$ cat src/rtl/coincidence_counter.sv
// Two-channel PMT singles and coincidence counter with BCD gate latching.
// Define COINC_BLANK_LEADING_ZERO_EN to blank leading zero digits as 4'hF.
module coincidence_counter #(
  parameter int unsigned GATE_CYCLES  = 100_000_000,
  parameter int unsigned COINC_WINDOW = 5
) (
  input  logic        clk,
  input  logic        rst_n,
  input  logic        pmt_a,
  input  logic        pmt_b,
  input  logic        clear,
  output logic [15:0] digits_A,
  output logic [15:0] digits_B,
  output logic [15:0] digits_C,
  output logic [2:0]  overflow,
  output logic        gate_done
);

  localparam logic [31:0] GateTc = 32'(GATE_CYCLES - 1);
  localparam logic [7:0]  Win    = 8'(COINC_WINDOW);

  typedef enum logic [1:0] {
    IDLE,
    WAIT_B,
    WAIT_A
  } state_e;

  logic [2:0]       sa_q, sb_q;
  logic             ea_q, eb_q;
  logic             ev_a, ev_b, coin;
  state_e           state_q, state_d;
  logic [7:0]       win_q, win_d;
  logic [31:0]      gate_q, gate_d;
  logic             tc;
  logic [2:0]       inc;
  logic [2:0][15:0] run_q, run_inc, run_d;
  logic [2:0]       ovf_q, ovf_inc, ovf_d;
  logic [2:0][15:0] dig_q;
  logic [2:0]       ovl_q;
  logic             done_q;

  function automatic logic [15:0] bcd_inc(input logic [15:0] v);
    logic [15:0] r;
    logic        c;
    r = v;
    c = 1'b1;
    for (int i = 0; i < 4; i++) begin
      if (c) begin
        if (r[4*i +: 4] == 4'd9) begin
          r[4*i +: 4] = 4'd0;
        end else begin
          r[4*i +: 4] = r[4*i +: 4] + 4'd1;
          c = 1'b0;
        end
      end
    end
    return r;
  endfunction

  function automatic logic [15:0] disp(input logic [15:0] v);
`ifdef COINC_BLANK_LEADING_ZERO_EN
    logic [15:0] r;
    logic        lead;
    r    = v;
    lead = 1'b1;
    for (int i = 3; i > 0; i--) begin
      if (lead && r[4*i +: 4] == 4'd0) r[4*i +: 4] = 4'hF;
      else lead = 1'b0;
    end
    return r;
`else
    return v;
`endif
  endfunction

  // 2-flop synchroniser, history flop, registered edge pulse
  always_ff @(posedge clk or negedge rst_n) begin
    if (!rst_n) begin
      sa_q <= '0;
      sb_q <= '0;
      ea_q <= 1'b0;
      eb_q <= 1'b0;
    end else begin
      sa_q <= {sa_q[1:0], pmt_a};
      sb_q <= {sb_q[1:0], pmt_b};
      ea_q <= sa_q[1] & ~sa_q[2];
      eb_q <= sb_q[1] & ~sb_q[2];
    end
  end

  assign ev_a = ea_q & ~clear;
  assign ev_b = eb_q & ~clear;

  always_ff @(posedge clk or negedge rst_n) begin
    if (!rst_n) begin
      state_q <= IDLE;
      win_q   <= '0;
    end else begin
      state_q <= state_d;
      win_q   <= win_d;
    end
  end

  always_comb begin
    state_d = state_q;
    win_d   = win_q;
    unique case (state_q)
      IDLE: begin
        if (ev_a && !ev_b) begin
          state_d = WAIT_B;
          win_d   = Win;
        end else if (ev_b && !ev_a) begin
          state_d = WAIT_A;
          win_d   = Win;
        end
      end
      WAIT_B: begin
        if (ev_b) begin
          state_d = IDLE;
        end else if (ev_a) begin
          win_d = Win;
        end else begin
          win_d = win_q - 8'd1;
          if (win_q == 8'd1) state_d = IDLE;
        end
      end
      WAIT_A: begin
        if (ev_a) begin
          state_d = IDLE;
        end else if (ev_b) begin
          win_d = Win;
        end else begin
          win_d = win_q - 8'd1;
          if (win_q == 8'd1) state_d = IDLE;
        end
      end
      default: state_d = IDLE;
    endcase
    if (clear) begin
      state_d = IDLE;
      win_d   = '0;
    end
  end

  always_comb begin
    coin = 1'b0;
    unique case (state_q)
      IDLE:    coin = ev_a & ev_b;
      WAIT_B:  coin = ev_b;
      WAIT_A:  coin = ev_a;
      default: coin = 1'b0;
    endcase
  end

  assign inc = {coin, ev_b, ev_a};
  assign tc  = (gate_q == GateTc);

  always_comb begin
    run_inc = run_q;
    ovf_inc = ovf_q;
    for (int i = 0; i < 3; i++) begin
      if (inc[i]) begin
        if (run_q[i] == 16'h9999) ovf_inc[i] = 1'b1;
        else run_inc[i] = bcd_inc(run_q[i]);
      end
    end
  end

  always_comb begin
    gate_d = gate_q + 32'd1;
    run_d  = run_inc;
    ovf_d  = ovf_inc;
    if (clear || tc) begin
      gate_d = '0;
      run_d  = '0;
      ovf_d  = '0;
    end
  end

  always_ff @(posedge clk or negedge rst_n) begin
    if (!rst_n) begin
      gate_q <= '0;
      run_q  <= '0;
      ovf_q  <= '0;
    end else begin
      gate_q <= gate_d;
      run_q  <= run_d;
      ovf_q  <= ovf_d;
    end
  end

  // terminal count latches the counts including this cycle's increments
  always_ff @(posedge clk or negedge rst_n) begin
    if (!rst_n) begin
      dig_q  <= '0;
      ovl_q  <= '0;
      done_q <= 1'b0;
    end else begin
      done_q <= tc & ~clear;
      if (tc && !clear) begin
        for (int i = 0; i < 3; i++) dig_q[i] <= disp(run_inc[i]);
        ovl_q <= ovf_inc;
      end
    end
  end

  assign digits_A  = dig_q[0];
  assign digits_B  = dig_q[1];
  assign digits_C  = dig_q[2];
  assign overflow  = ovl_q;
  assign gate_done = done_q;

endmodule

$ cat config.mk
export PLATFORM = sky130hd
export DESIGN_NAME = coincidence_counter
export DESIGN_NICKNAME = d
export VERILOG_FILES = /design/src/rtl/coincidence_counter.sv
export SDC_FILE = /design/constraint.sdc
export NUM_CORES = 1
export LEC_CHECK = 0
export CAP_MARGIN = 10
export CORE_MARGIN = 4
export CORE_UTILIZATION = 55
export DETAILED_ROUTE_END_ITERATION = 8
export PLACE_DENSITY = 0.76
export SYNTH_ARGS = -nofsm -noshare
export SYNTH_HDL_FRONTEND = slang
export SYNTH_SLANG_ARGS = --single-unit
$ cat constraint.sdc
create_clock -name clk -period 3.3 [get_ports clk]
set_input_delay 0.66 -clock clk [delete_from_list [all_inputs] [get_ports clk]]
set_output_delay 0.66 -clock clk [all_outputs]
set_load 0.02 [all_outputs]
======== Word-level counts from Yosys, hierarchy flattened ========
Cells that the tools add are included.
word-level totals
  output and inout bits ................... 52
  memory bits (read-only) ................. 0
  bits in writable memories ............... 0
  memories kept ........................... 0
  bits of input ports ..................... 5
  latch bits .............................. 0
  logic and storage cells ................. 161
  register bits after elaboration ......... 153
operators by class
  $mul .................................... 0
  add/sub/neg operators ................... 14
  divide/modulo/power cells ............... 0
  bitwise gates (word level) .............. 9
  magnitude comparators ................... 0
  shifts and indexed selects .............. 0
  equality and inequality tests ........... 24
  reductions and logical operators ........ 11
  multiplexer cells ....................... 87
operators with widths
  operator               number
  $mux 16                6
  $mux 4                 21
  $mux 8                 7
  $add 4x1->4 const B    12
  $eq 16x16->1 const B   3
  $eq 4x4->1 const B     12
  $mux 48                1
  $mux 1                 39
  $add 32x1->32 const B  1
  $eq 32x27->1 const B   1
  $mux 32                1
  $pmux 8 s3             1
  $mux 2                 8
  $ne 4x4->1 const B     3
  $eq 8x1->1 const B     1
  $sub 8x1->8 const B    1
  $and 1x1->1            6
  $ne 3x3->1 const B     2
  $pmux 2 s3             1
  $reduce_and 4->1       1
  $reduce_bool 4->1      1
  $logic_and 1x1->1      3
  $logic_not 1->1        3
  $mux 3                 1
  other kinds (7)        9

======== Depth between registers and ports, before layout ========
  depth in word-level cells ............... 15
  mapped depth ............................ 8
  depth with buffers taken out ............ 7

======== Worst setup path before layout ========
OpenSTA, ideal clock, no wires.
  path kind ............................... input to register
  start point ............................. input clear
  end point ............................... register dig_q, in the netlist digits_B[15]
  arrival ................................. 1.821 ns
  data required time ...................... 3.170 ns
  slack ................................... 1.349 ns
  cell stages on the path ................. 6
  setup time .............................. 0.130 ns
  path buffers ............................ 1
  cells stage by stage .................... clkbuf_1 nor2b_1 and4_1 nand4_1 xnor2_1 o21ai_0
between the ends
  longest elaborated chain between the ends .. 3
  elaborated cells on any way between the ends .. 5
  those cells by class .................... mux (1); bitwise (2); reduce/logical (2)
RTL lines
  item                  line  RTL
  from (decl)           11    input logic clear,
  $not 1->1             92    assign ev_b = eb_q & ~clear;
  $and 1x1->1           92
  $mux 16               162   if (inc[i]) begin
  to (signal assigned)  195   dig_q <= '0;
  to (decl)             38    logic [2:0][15:0] dig_q;
Parallel ways exist; a longest one is shown, timed or not.
A chain may end at the register's enable or synchronous reset.

======== Worst setup path after layout ========
  start point ............................. input clear
  end point ............................... register dig_q, in the netlist digits_C[14]
between the ends
  longest elaborated chain between the ends .. 5
  elaborated cells on any way between the ends .. 8
  those cells by class .................... mux (2); bitwise (4); reduce/logical (2)
RTL lines
  item                            line    RTL
  $not 1->1                       91, 92
  $and 1x1->1 (on tied branches)  91, 92
  $and 1x1->1                     148     IDLE: coin = ev_a & ev_b;
  $pmux 1 s3                      147     unique case (state_q)
  $mux 16                         162
Parallel ways exist; a longest one is shown, timed or not.

==> results.cfg <==
[global_routing]
grt_pass1_vias = 5402
use_met2 = 0.353
top_usage_layer = met2
met1_usage = 0.274
track_usage = 0.213
grt_use_met3 = 0.0522
antenna_found_initial = 0
grt_max_degree = 68
grt_pass1_wl_um = 25400
gr-total-overflow = 0

[yosys]
synth_area_sq_um = 7270
seq_area_frac_synth = 0.527
ys.flop_type = dfrtp_1
ys_types = 53
synth.avg_cell_area_sq_um = 9.84
synthArstFlopShare = 1.00
yosysWarningCount = 0
synth_cells = 739
synth_nets = 751
synth_enable_flop_cells = 0
synth_seq_cells = 153

[placed_design]
place_congestion = 0.883
portBuffers = 56
dp_hpwl_um = 10200

[drt]
ant_nets = 0
drc = 0
first_iter_violations = 429
drt_pass1_iterations = 5
num_vias = 5576
routedWlPerCell_um = 15.1
routed_wirelength_um = 14900
vias_per_cell = 5.67

[cts]
cts.sinks = 153
cts_tree = yes
cts_setup_buffers = 0
cts.clk_slew.worst_paths_ns = 0.06
cts_hold_buf = 0
clk_latency_ns = 0.42
root_buffer = clkbuf_16
post_cts_resized = 0
max-clock-path-buffers = 2
htree_num_levels = 4
cts_buffers = 17

[sta]
period_share = 0.756
rsz0062_at_grt = no
hold_viol = 0
slew_headroom = 0.492
drv_slew = 0
fin_tns_setup_ns = 0
fin_skew_ns = 0.00701
tightest_slew_ns = 0.756
setup_viol = 0
whs_ns = 0.240
max_freq_mhz = 401
finalCriticalPeriod_ns = 2.50

[power_and_ir_drop]
switching_power_w = 0.000951
switching_share = 0.235
ir_drop_v = 0.000427
power_density_nw_per_um2 = 476
pwr-share-seq = 0.480
static-leakage-power_nw = 3.65
p_comb_frac = 0.077
internal-power_w = 0.00310
pwr-share-clk = 0.444

[worst_setup_path]
cpLargestDelayFamily = compound AO/OA/AOI/OAI gates
worst_setup_path_end_kind = flop
cp.arrival_ns = 2.77
critPathMaxFanout = 12
path_class = input port to flop
critical_path.max_stage_delay_ns = 0.62
path_cells = clkdlybuf4s50_1 > or2_2 > a211oi_2 > nand4_1 > xnor2_1 > o21ai_0
critPathSlowestCell = clkdlybuf4s50_1
start_kind = input port
path_buf_inv = 1
cp.required_ns = 3.57

[layout]
final_net_count = 811
antenna_cells = 0
drive_gt1_frac = 0.0727
layout_common_cells = 153 x dfrtp_1, 97 x nor2_1, 91 x nand2_1
final_util = 0.667
n_fill_cell = 969
final_common_cell = dfrtp_1
area_delta_synth_final_pct = 17.1

[job]
maxCapViolCount = 0

[die]
dieHeight_um = 123
pin_count = 57
rows = 41
dieWidth_um = 123
dieArea_sq_um = 15100
core_area_sq_um = 12800
initial_utilization = 0.569

[min_path]
hold_path.class = input port to async pin

[outcome]
status = completed
-- final timing paths --
path                            startpoint      endpoint  slack [ns]  cells past startpoint
worst max-delay path                 clear  digits_C[14]        0.80                      6
worst min-delay path                 rst_n   digits_C[8]        0.24                      1
worst max register to register   gate_q[8]     run_q[14]        0.97                      6
worst min register to register     sa_q[0]       sa_q[1]        0.35                      0
max in group asynchronous            rst_n       sa_q[2]        2.24                      2
min in group clk                   sa_q[0]       sa_q[1]        0.35                      0
-- cell usage after synthesis (9+ instances only) --
cell / instances / share of area
mux2i_1: 9 / 0.012
nand2b_1: 9 / 0.0077
nand3_1: 38 / 0.026
a21oi_1: 23 / 0.016
inv_1: 22 / 0.011
dfrtp_1: 153 / 0.53
nand4_1: 20 / 0.017
nor3_1: 10 / 0.0069
buf_2: 9 / 0.0062
o21ai_0: 67 / 0.046
nor2_1: 97 / 0.050
xor2_1: 31 / 0.037
nor2b_1: 17 / 0.015
xnor2_1: 18 / 0.022
nand2_1: 91 / 0.047
-- layout make-up --
cell class	instances	area, sq um	area share
Sequential cell	153	3830	0.450
Multi-Input combinational cell	541	3210	0.377
Timing Repair Buffer	64	634	0.0745
Clock buffer	23	478	0.0561
Tap cell	172	215	0.0253
Inverter	22	82.6	0.00970
Clock inverter	8	71.3	0.00837
-- flip-flops by register name, indices dropped and copies added (netlist names) --
signal and flops:
gate_q 32, digits_B 16, run_q 48, digits_A 16, ea_q 1, overflow 3, win_q 8, eb_q 1
state_q 2, sb_q 3, sa_q 3, gate_done 1, digits_C 16, ovf_q 3
-- layer usage --
metal | routed length [um] | part of all wire | up-vias
li1 | - | - | 2708
met1 | 6500 | 0.44 | 2720
met2 | 7480 | 0.50 | 125
met3 | 642 | 0.043 | 23
met4 | 242 | 0.016 | 0
met5 | 0 | 0 | -
-- worst register-to-register path, cell delays in order, from the launching register on --
cell and delay (ns):
dfrtp_1 0.44, nor4_1 0.32, and4_1 0.32, nand2_1 0.11, o31ai_4 0.27, buf_4 0.56
nor2_1 0.17
-- kinds of logic after synthesis --
logic type,synth area share
multiplexers,0.0232
flip-flops,0.527
buffers and inverters,0.0330
AND/OR/NAND/NOR,0.236
XOR/XNOR,0.0590
AO/OA/AOI/OAI,0.110
adder cells (fa/ha/maj),0.0120
-- stage by stage --
step	worst slack, ns	cell area (sq um)	total power (W)	std cells
finish	0.805	8520	0.00406	983
global route	0.680	8520	0.00423	983
CTS	0.842	8520	0.00409	983
detailed placement	0.427	7970	0.00229	952
global placement	0.469	7970	0.00227	952
floorplan	1.35	7270	0.00219	739
-- power groups by stage --
stage	Sequential, W	Combinational (W)	Clock (W)
after floorplan	0.00197	0.000222	0
after global placement	0.00197	0.000298	0
after detailed placement	0.00198	0.000309	0
after CTS	0.00194	0.000314	0.00183
after global routing	0.00195	0.000357	0.00192
final	0.00195	0.000312	0.00180
(Power assumes the default switching activity.)
